File: src/rtl/uart_rx.sv
// -----------------------------------------------------------------------------
// uart_rx -- UART receiver with oversampling tick, valid/ready output register,
// framing-error and overrun pulses.
//
// Optional feature (compile-time macro UART_RX_PARITY_EN):
//   adds a parity bit between the data bits and the stop bit, the PARITY_ODD
//   parameter (0 = even, 1 = odd) and the parity_err output.
//
// Ports:
//   clk        in   system clock
//   rst        in   synchronous reset, active-high
//   tick       in   1-cycle strobe at OVERSAMPLE x baud; all bit timing counts it
//   rxd        in   asynchronous serial line, idle high
//   data       out  received byte, stable while valid is high
//   valid      out  data holds an unconsumed byte
//   ready      in   consumer accepts data when valid && ready
//   frame_err  out  1-cycle pulse: stop bit sampled low
//   overrun    out  1-cycle pulse: byte completed while the previous one was
//                   still held and not consumed; the new byte is dropped
//   parity_err out  (UART_RX_PARITY_EN only) parity of the delivered byte is
//                   wrong; registered together with data/valid
// -----------------------------------------------------------------------------
module uart_rx #(
  parameter int OVERSAMPLE = 16,
  parameter int DATA_BITS  = 8
`ifdef UART_RX_PARITY_EN
  , parameter bit PARITY_ODD = 1'b0
`endif
) (
  input  logic                 clk,
  input  logic                 rst,
  input  logic                 tick,
  input  logic                 rxd,
  output logic [DATA_BITS-1:0] data,
  output logic                 valid,
  input  logic                 ready,
  output logic                 frame_err,
  output logic                 overrun
`ifdef UART_RX_PARITY_EN
  , output logic               parity_err
`endif
);

  localparam int SC_W = $clog2(OVERSAMPLE);
  localparam int BC_W = $clog2(DATA_BITS + 1);

  localparam logic [SC_W-1:0] SC_HALF = SC_W'(OVERSAMPLE / 2 - 1);
  localparam logic [SC_W-1:0] SC_LAST = SC_W'(OVERSAMPLE - 1);
  localparam logic [BC_W-1:0] BC_END  = BC_W'(DATA_BITS - 1);

  typedef enum logic [2:0] {
    S_IDLE,
    S_START,
    S_DATA,
`ifdef UART_RX_PARITY_EN
    S_PARITY,
`endif
    S_STOP
  } state_t;

  // Synchronizer: rx_s_q is the synchronized line, rx_d_q its delayed copy.
  logic sync1_q, rx_s_q, rx_d_q;

  state_t                 state_q, state_d;
  logic [SC_W-1:0]        sc_q, sc_d;
  logic [BC_W-1:0]        bc_q, bc_d;
  logic [DATA_BITS-1:0]   shift_q, shift_d;
  logic                   done_q, done_d;
  logic                   frame_err_q, frame_err_d;
  logic [DATA_BITS-1:0]   data_q, data_d;
  logic                   valid_q, valid_d;
  logic                   overrun_q, overrun_d;
`ifdef UART_RX_PARITY_EN
  logic                   par_bit_q, par_bit_d;
  logic                   parity_err_q, parity_err_d;
`endif

  // ---------------------------------------------------------------------------
  // Receive FSM: next-state logic
  // ---------------------------------------------------------------------------
  always_comb begin
    // NOTE: every variable gets a default first so no path leaves it unassigned
    // and no latch is inferred.
    state_d     = state_q;
    sc_d        = sc_q;
    bc_d        = bc_q;
    shift_d     = shift_q;
    done_d      = 1'b0;
    frame_err_d = 1'b0;
`ifdef UART_RX_PARITY_EN
    par_bit_d   = par_bit_q;
`endif

    case (state_q)
      S_IDLE: begin
        // Falling edge on the synchronized line; no tick needed.
        if (rx_d_q && !rx_s_q) begin
          state_d = S_START;
          sc_d    = '0;
        end
      end

      S_START: begin
        if (tick) begin
          if (sc_q == SC_HALF) begin
            if (rx_s_q) begin
              state_d = S_IDLE;          // glitch, not a start bit
            end else begin
              state_d = S_DATA;
              sc_d    = '0;
              bc_d    = '0;
            end
          end else begin
            sc_d = sc_q + 1'b1;
          end
        end
      end

      S_DATA: begin
        if (tick) begin
          if (sc_q == SC_LAST) begin
            // Shifting in at the MSB end leaves bit 0 holding the first
            // (LSB) sample once all DATA_BITS have arrived.
            shift_d = {rx_s_q, shift_q[DATA_BITS-1:1]};
            sc_d    = '0;
            bc_d    = bc_q + 1'b1;
            if (bc_q == BC_END) begin
`ifdef UART_RX_PARITY_EN
              state_d = S_PARITY;
`else
              state_d = S_STOP;
`endif
            end
          end else begin
            sc_d = sc_q + 1'b1;
          end
        end
      end

`ifdef UART_RX_PARITY_EN
      S_PARITY: begin
        if (tick) begin
          if (sc_q == SC_LAST) begin
            par_bit_d = rx_s_q;
            sc_d      = '0;
            state_d   = S_STOP;
          end else begin
            sc_d = sc_q + 1'b1;
          end
        end
      end
`endif

      S_STOP: begin
        if (tick) begin
          if (sc_q == SC_LAST) begin
            // Back to IDLE at mid stop bit so a back-to-back start edge is
            // caught without loss.
            state_d = S_IDLE;
            sc_d    = '0;
            if (rx_s_q) done_d      = 1'b1;
            else        frame_err_d = 1'b1;
          end else begin
            sc_d = sc_q + 1'b1;
          end
        end
      end

      default: state_d = S_IDLE;
    endcase
  end

  // ---------------------------------------------------------------------------
  // Output register: evaluated on the cycle after the completing sample
  // ---------------------------------------------------------------------------
  always_comb begin
    data_d    = data_q;
    valid_d   = valid_q;
    overrun_d = 1'b0;
`ifdef UART_RX_PARITY_EN
    parity_err_d = parity_err_q;
`endif

    if (done_q) begin
      if (!valid_q || ready) begin
        data_d  = shift_q;
        valid_d = 1'b1;
`ifdef UART_RX_PARITY_EN
        parity_err_d = (^{shift_q, par_bit_q}) ^ PARITY_ODD;
`endif
      end else begin
        overrun_d = 1'b1;              // new byte dropped, data untouched
      end
    end else if (valid_q && ready) begin
      valid_d = 1'b0;
    end
  end

  // ---------------------------------------------------------------------------
  // State registers
  // ---------------------------------------------------------------------------
  always_ff @(posedge clk) begin
    // NOTE: sequential state uses non-blocking assignments so every flop sees
    // the pre-edge value of every other flop.
    if (rst) begin
      sync1_q     <= 1'b1;
      rx_s_q      <= 1'b1;
      rx_d_q      <= 1'b1;
      state_q     <= S_IDLE;
      sc_q        <= '0;
      bc_q        <= '0;
      shift_q     <= '0;
      done_q      <= 1'b0;
      frame_err_q <= 1'b0;
      data_q      <= '0;
      valid_q     <= 1'b0;
      overrun_q   <= 1'b0;
`ifdef UART_RX_PARITY_EN
      par_bit_q    <= 1'b0;
      parity_err_q <= 1'b0;
`endif
    end else begin
      sync1_q     <= rxd;
      rx_s_q      <= sync1_q;
      rx_d_q      <= rx_s_q;
      state_q     <= state_d;
      sc_q        <= sc_d;
      bc_q        <= bc_d;
      shift_q     <= shift_d;
      done_q      <= done_d;
      frame_err_q <= frame_err_d;
      data_q      <= data_d;
      valid_q     <= valid_d;
      overrun_q   <= overrun_d;
`ifdef UART_RX_PARITY_EN
      par_bit_q    <= par_bit_d;
      parity_err_q <= parity_err_d;
`endif
    end
  end

  assign data      = data_q;
  assign valid     = valid_q;
  assign frame_err = frame_err_q;
  assign overrun   = overrun_q;
`ifdef UART_RX_PARITY_EN
  assign parity_err = parity_err_q;
`endif

endmodule

File: config.mk
export PLATFORM = sky130hd
export DESIGN_NAME = uart_rx
export DESIGN_NICKNAME = d
export VERILOG_FILES = /design/src/rtl/uart_rx.sv
export SDC_FILE = /design/constraint.sdc
export NUM_CORES = 1
export LEC_CHECK = 0
export CAP_MARGIN = 20
export CORE_MARGIN = 3
export CORE_UTILIZATION = 58
export CTS_CLUSTER_SIZE = 30
export DETAILED_ROUTE_END_ITERATION = 8
export MAX_ROUTING_LAYER = met4
export PLACE_DENSITY = 0.91
export SYNTH_ARGS = -nofsm -noshare
export SYNTH_HDL_FRONTEND = slang
export SYNTH_SLANG_ARGS = --single-unit
File: constraint.sdc
create_clock -name clk -period 3.5 [get_ports clk]
set_clock_uncertainty 0.2 [all_clocks]
set_input_delay 0.7 -clock clk [delete_from_list [all_inputs] [get_ports clk]]
set_output_delay 0.7 -clock clk [all_outputs]
set_load 0.005 [all_outputs]
## Word level (Yosys, flattened, before mapping)

Cells that the tools add are included.
W data, S select, Z words.

- Register bits: 34
- Memories: 0
- Memory bits (writable): 0
- Logic and storage cells: 82
- Input port bits: 5
- Output and inout port bits: 11
- Latch bits: 0
- Bits in read-only memories: 0

- $lt $le $gt $ge: 0
- Reduce and logical (&&, ||, !) cells: 18
- Equality and inequality tests: 18
- Shifts and indexed selects: 0
- $add $sub $neg: 2
- Multiplexer cells: 28
- $mul: 0
- Bitwise operators: 4
- Div/mod/pow operators: 0

Operators by type and width:

| cell | count |
|---|---|
| $mux W4 | 10 |
| $mux W3 | 8 |
| $ne A2 B2 Y1 const B | 9 |
| $pmux W3 S4 | 1 |
| $pmux W4 S3 | 1 |
| $add A4 B1 Y4 const B | 2 |
| $eq A4 B3 Y1 const B | 2 |
| $pmux W4 S2 | 1 |
| $reduce_and A8 Y1 | 1 |
| $eq A3 B2 Y1 const B | 2 |
| $mux W1 | 6 |
| $reduce_and A6 Y1 | 1 |
| $reduce_and A5 Y1 | 1 |
| $eq A4 B4 Y1 const B | 1 |
| $ne A2 B1 Y1 const B | 2 |
| $not A1 Y1 | 4 |
| $reduce_and A2 Y1 | 2 |
| $reduce_bool A2 Y1 | 2 |
| $reduce_or A2 Y1 | 2 |
| $reduce_or A4 Y1 | 1 |
| $eq A3 B1 Y1 const B | 1 |
| $logic_not A3 Y1 | 1 |
| $ne A3 B3 Y1 const B | 1 |
| $reduce_and A3 Y1 | 1 |
| other kinds (5) | 7 |

## Logic depth before layout (Yosys ltp)

- Depth after elaboration: 5
- Mapped depth: 5
- Depth with buffers taken out: 5

## Least setup slack after synthesis

Ideal clock, no wire load.

- Path type: input to register
- From: input tick
- To: register state_q[0]
- Required time: 3.230 ns
- Slack: 1.666 ns
- Arrival time: 1.565 ns
- Setup time: 0.070 ns
- Stages on the path: 4
- Cells stage by stage: o21ai_1 -> a21boi_1 -> or4b_1 -> a21oi_1

- Word-level cells in the longest chain between the ends: 2

Ends and longest elaborated chain:

| what | RTL line | RTL |
|---|---|---|
| start: declaration | 32 | `input logic tick,` |
| $ne A2 B2 Y1 (no line) | n/a |  |
| $reduce_and A8 Y1 (no line) (*) | n/a |  |
| end signal: assignment | 226 | `state_q <= state_d;` |
| end: declaration | 64 | `state_t state_q, state_d;` |

Every way passes the cells marked *; elsewhere a longest branch is shown, timed or not.
A chain may end at the register's enable or synchronous reset.

## Final worst setup path

Ends and elaborated chain as after synthesis.

==> results.md <==
- Vias: 1,096
- R2R Setup Slk: roughly 1.4 ns
- Slew Limit Fails: 0
- Clock transition at path regs: about 0.1 ns
- # IOs: 16
- Status: finished clean
- Max-cap violations: 0
- Largest net degree at the start of global routing: 26
- Cells after Synth: between 100 and 150
- Area Overhead vs Synth: 13.0%
- Primary FF master, synth: dfxtp_1
- Commonest non-fill, non-tap cell in the layout: dfxtp_1
- Maximum level of the CTS H-tree: 2
- Fin crit period: 2.16 ns
- Largest cells by area after synthesis: dfxtp_1, mux2i_1, nor2_1
- Setup TNS: 0 ns
- Power per cell area: about 380 mW/mm^2
- Gates resized, CTS repair: 0
- Hold endpoint: rx_s_q$_SDFF_PP1_
- Total GRT Usage: between 10% and 20%
- # nets final: between 150 and 200
- DR pass1 iterations: 4
- TritonCTS Buffers: 5
- DR DRC count: 0
- VDD IR-drop max: between 200 and 300 uV
- Total gr overflow: 0
- Worst Reg2Reg Path Length in Cells: 5
- Final Wtd Congestion: 0.853
- Post-route worst setup slack: around 1.3 ns
- Hold Path Origin: sync1_q$_SDFF_PP1_
- RSZ-0062 raised after global routing: no
- Routed Antenna Nets: 0
- Max clock buf depth: 2
- Yosys reg bits: 33
- Commonest cells after routing, fill and taps aside: dfxtp_1, nor2_1, mux2i_1
- Seq/Total Area, Yosys: 46.4%
- Worst EP arrival: approximately 2.2 ns
- Drt total wl: ~2.5 mm
- Starting Density: a little over three fifths
- Placed cell count: 180
- Clock sinks: 33
- Die Wd: between 50 and 60 um
- Clk Latency, worst-skew pair: 0.33 ns
- Async S/R FF share, synth: 0%
- Top delay family on crit path: simple AND/OR/NAND/NOR gates
- Startpoint Class: input pin
- Hold depth: 1
- CTS Hold Bufs: 0
- Wire per inst: about 13 um
- Antenna violations before repair: 0
- Diode count: 0
- Worst slew pin tran: slightly below 0.9 ns
- Vias per cell: about 5.8
- Total power: 610 uW
- Vias in the first global route: 1,057
- CTS root buf: clkbuf_4
- Worst R2R Start: sc_q[0]$_SDFFE_PP0P_
- Final Cell Area: roughly 0.0016 mm^2
- Core area: 0.00228 mm^2
- Top-area cell type share of the netlist area: a little under half
- Syn Area/Cell: 9.81 um^2
- Worst r2r dst: sc_q[1]$_SDFFE_PP0P_
- Placed Area: ~0.0016 mm^2
- Final core occ: between 70% and 80%
- Share of cells above drive strength 1: between 10% and 20%
- CP max stage delay: around 0.53 ns
- Worst hold path type: reg -> reg
- Height of the die: about 56 um
- Final cell count without fillers: 188
- First-pass GRT wire length: 4.67 mm
- Worst Hold Slack: 0.229 ns
- # setup viols final: 0
- Syn nets: 152
- Die area: slightly above 0.003 mm^2
- WP data required: about 3.6 ns
- 1st-iter DRT viols: 18
- Crit path kind: in -> reg
- Crit-path max FO: 9
- Slowest cell on crit path: or4b_1
- Post-synth top area cell: dfxtp_1
- Synth Cell Area: between 0.001 and 0.0015 mm^2
- Slew headroom: around two fifths
- Final hold vios: 0
- CP Capture Type: register
- Post-CTS setup-driven buffer insertion count: 0
- PortBufs: 15
- CTS tree: yes
- CP bufs+invs: 1
- Tcrit/Tclk final: 61.7%
- Pre-CTS WS: 0.993 ns
- EDFF count, synth: 0
- LEAKAGE: between 0.5 and 0.6 nW
- CP cell instances: clkdlybuf4s50_1 > o21ai_1 > a21boi_1 > or4b_1 > a21oi_1
- FMAX: between 400 and 500 MHz
- Syn. warnings: 0
- FP Rows: 17
- Synth unique cells: 39
- Hpwl dp: 1.81 mm
==> worst max path at each step <==
stage	start	to	slack (ns)	cells after the start
after floorplan	tick	state_q[0]$_SDFFE_PP0P_	1.67	4
after global placement	tick	state_q[0]$_SDFFE_PP0P_	1.03	5
after detailed placement	tick	state_q[0]$_SDFFE_PP0P_	0.99	5
after CTS	tick	state_q[0]$_SDFFE_PP0P_	1.36	5
after global routing	tick	bc_q[1]$_SDFFE_PP0P_	1.19	4
final	tick	state_q[0]$_SDFFE_PP0P_	1.34	5
==> registers in the layout, summed over array words and instances, names as in the netlist, 2 cells and up <==
register	flops
data	8
bc_q	4
shift_q	8
sc_q	4
state_q	2
==> per-layer routing <==
metal | part of all wire [%] | wire length, um | global-route usage, %
met1 | 45 | 1140 | 23.7
met2 | 47 | 1180 | 29.1
met3 | 4.9 | 124 | 4.91
met4 | 3.2 | 80 | 12.5
met5 | 0 | 0 | -
==> power breakdown <==
group	internal (mW)	total (mW)	switching [mW]	leakage [nW]
Sequential	0.378	0.382	0.00411	0.266
Clock	0.0756	0.203	0.127	0.0310
Combinational	0.0108	0.0247	0.0139	0.280
==> synthesized netlist by cell type, drive strengths merged (4+ instances only) <==
cell and instances:
nor2 23, nor3 5, buf 6, dfxtp 33, nand3 4, mux2i 17
o21ai 6, a21oi 8, xnor2 4, nand2 4
==> cell type report <==
| class | count | area [um^2] |
|---|---|---|
| sequential | 33 | 661 |
| clock inverter | 3 | 17.5 |
| fill | 167 | 668 |
| multi-input combinational | 100 | 688 |
| inverter | 3 | 11.3 |
| clock buffer | 5 | 37.5 |
| tap | 28 | 35.0 |
| timing repair buffer | 16 | 158 |
==> cell families after synthesis <==
logic type	Yosys count	share of synthesized area, %
DFF	33	46.4
adders and majority gates	2	1.76
and+or+nand+nor	57	22.8
buffers and inverters	12	5.19
xor gates and xnor gates	4	2.46
AOI/OAI and AO/OA	20	9.41
muxes	17	12.0
No activity file was read; power rests on OpenSTA's default activity.
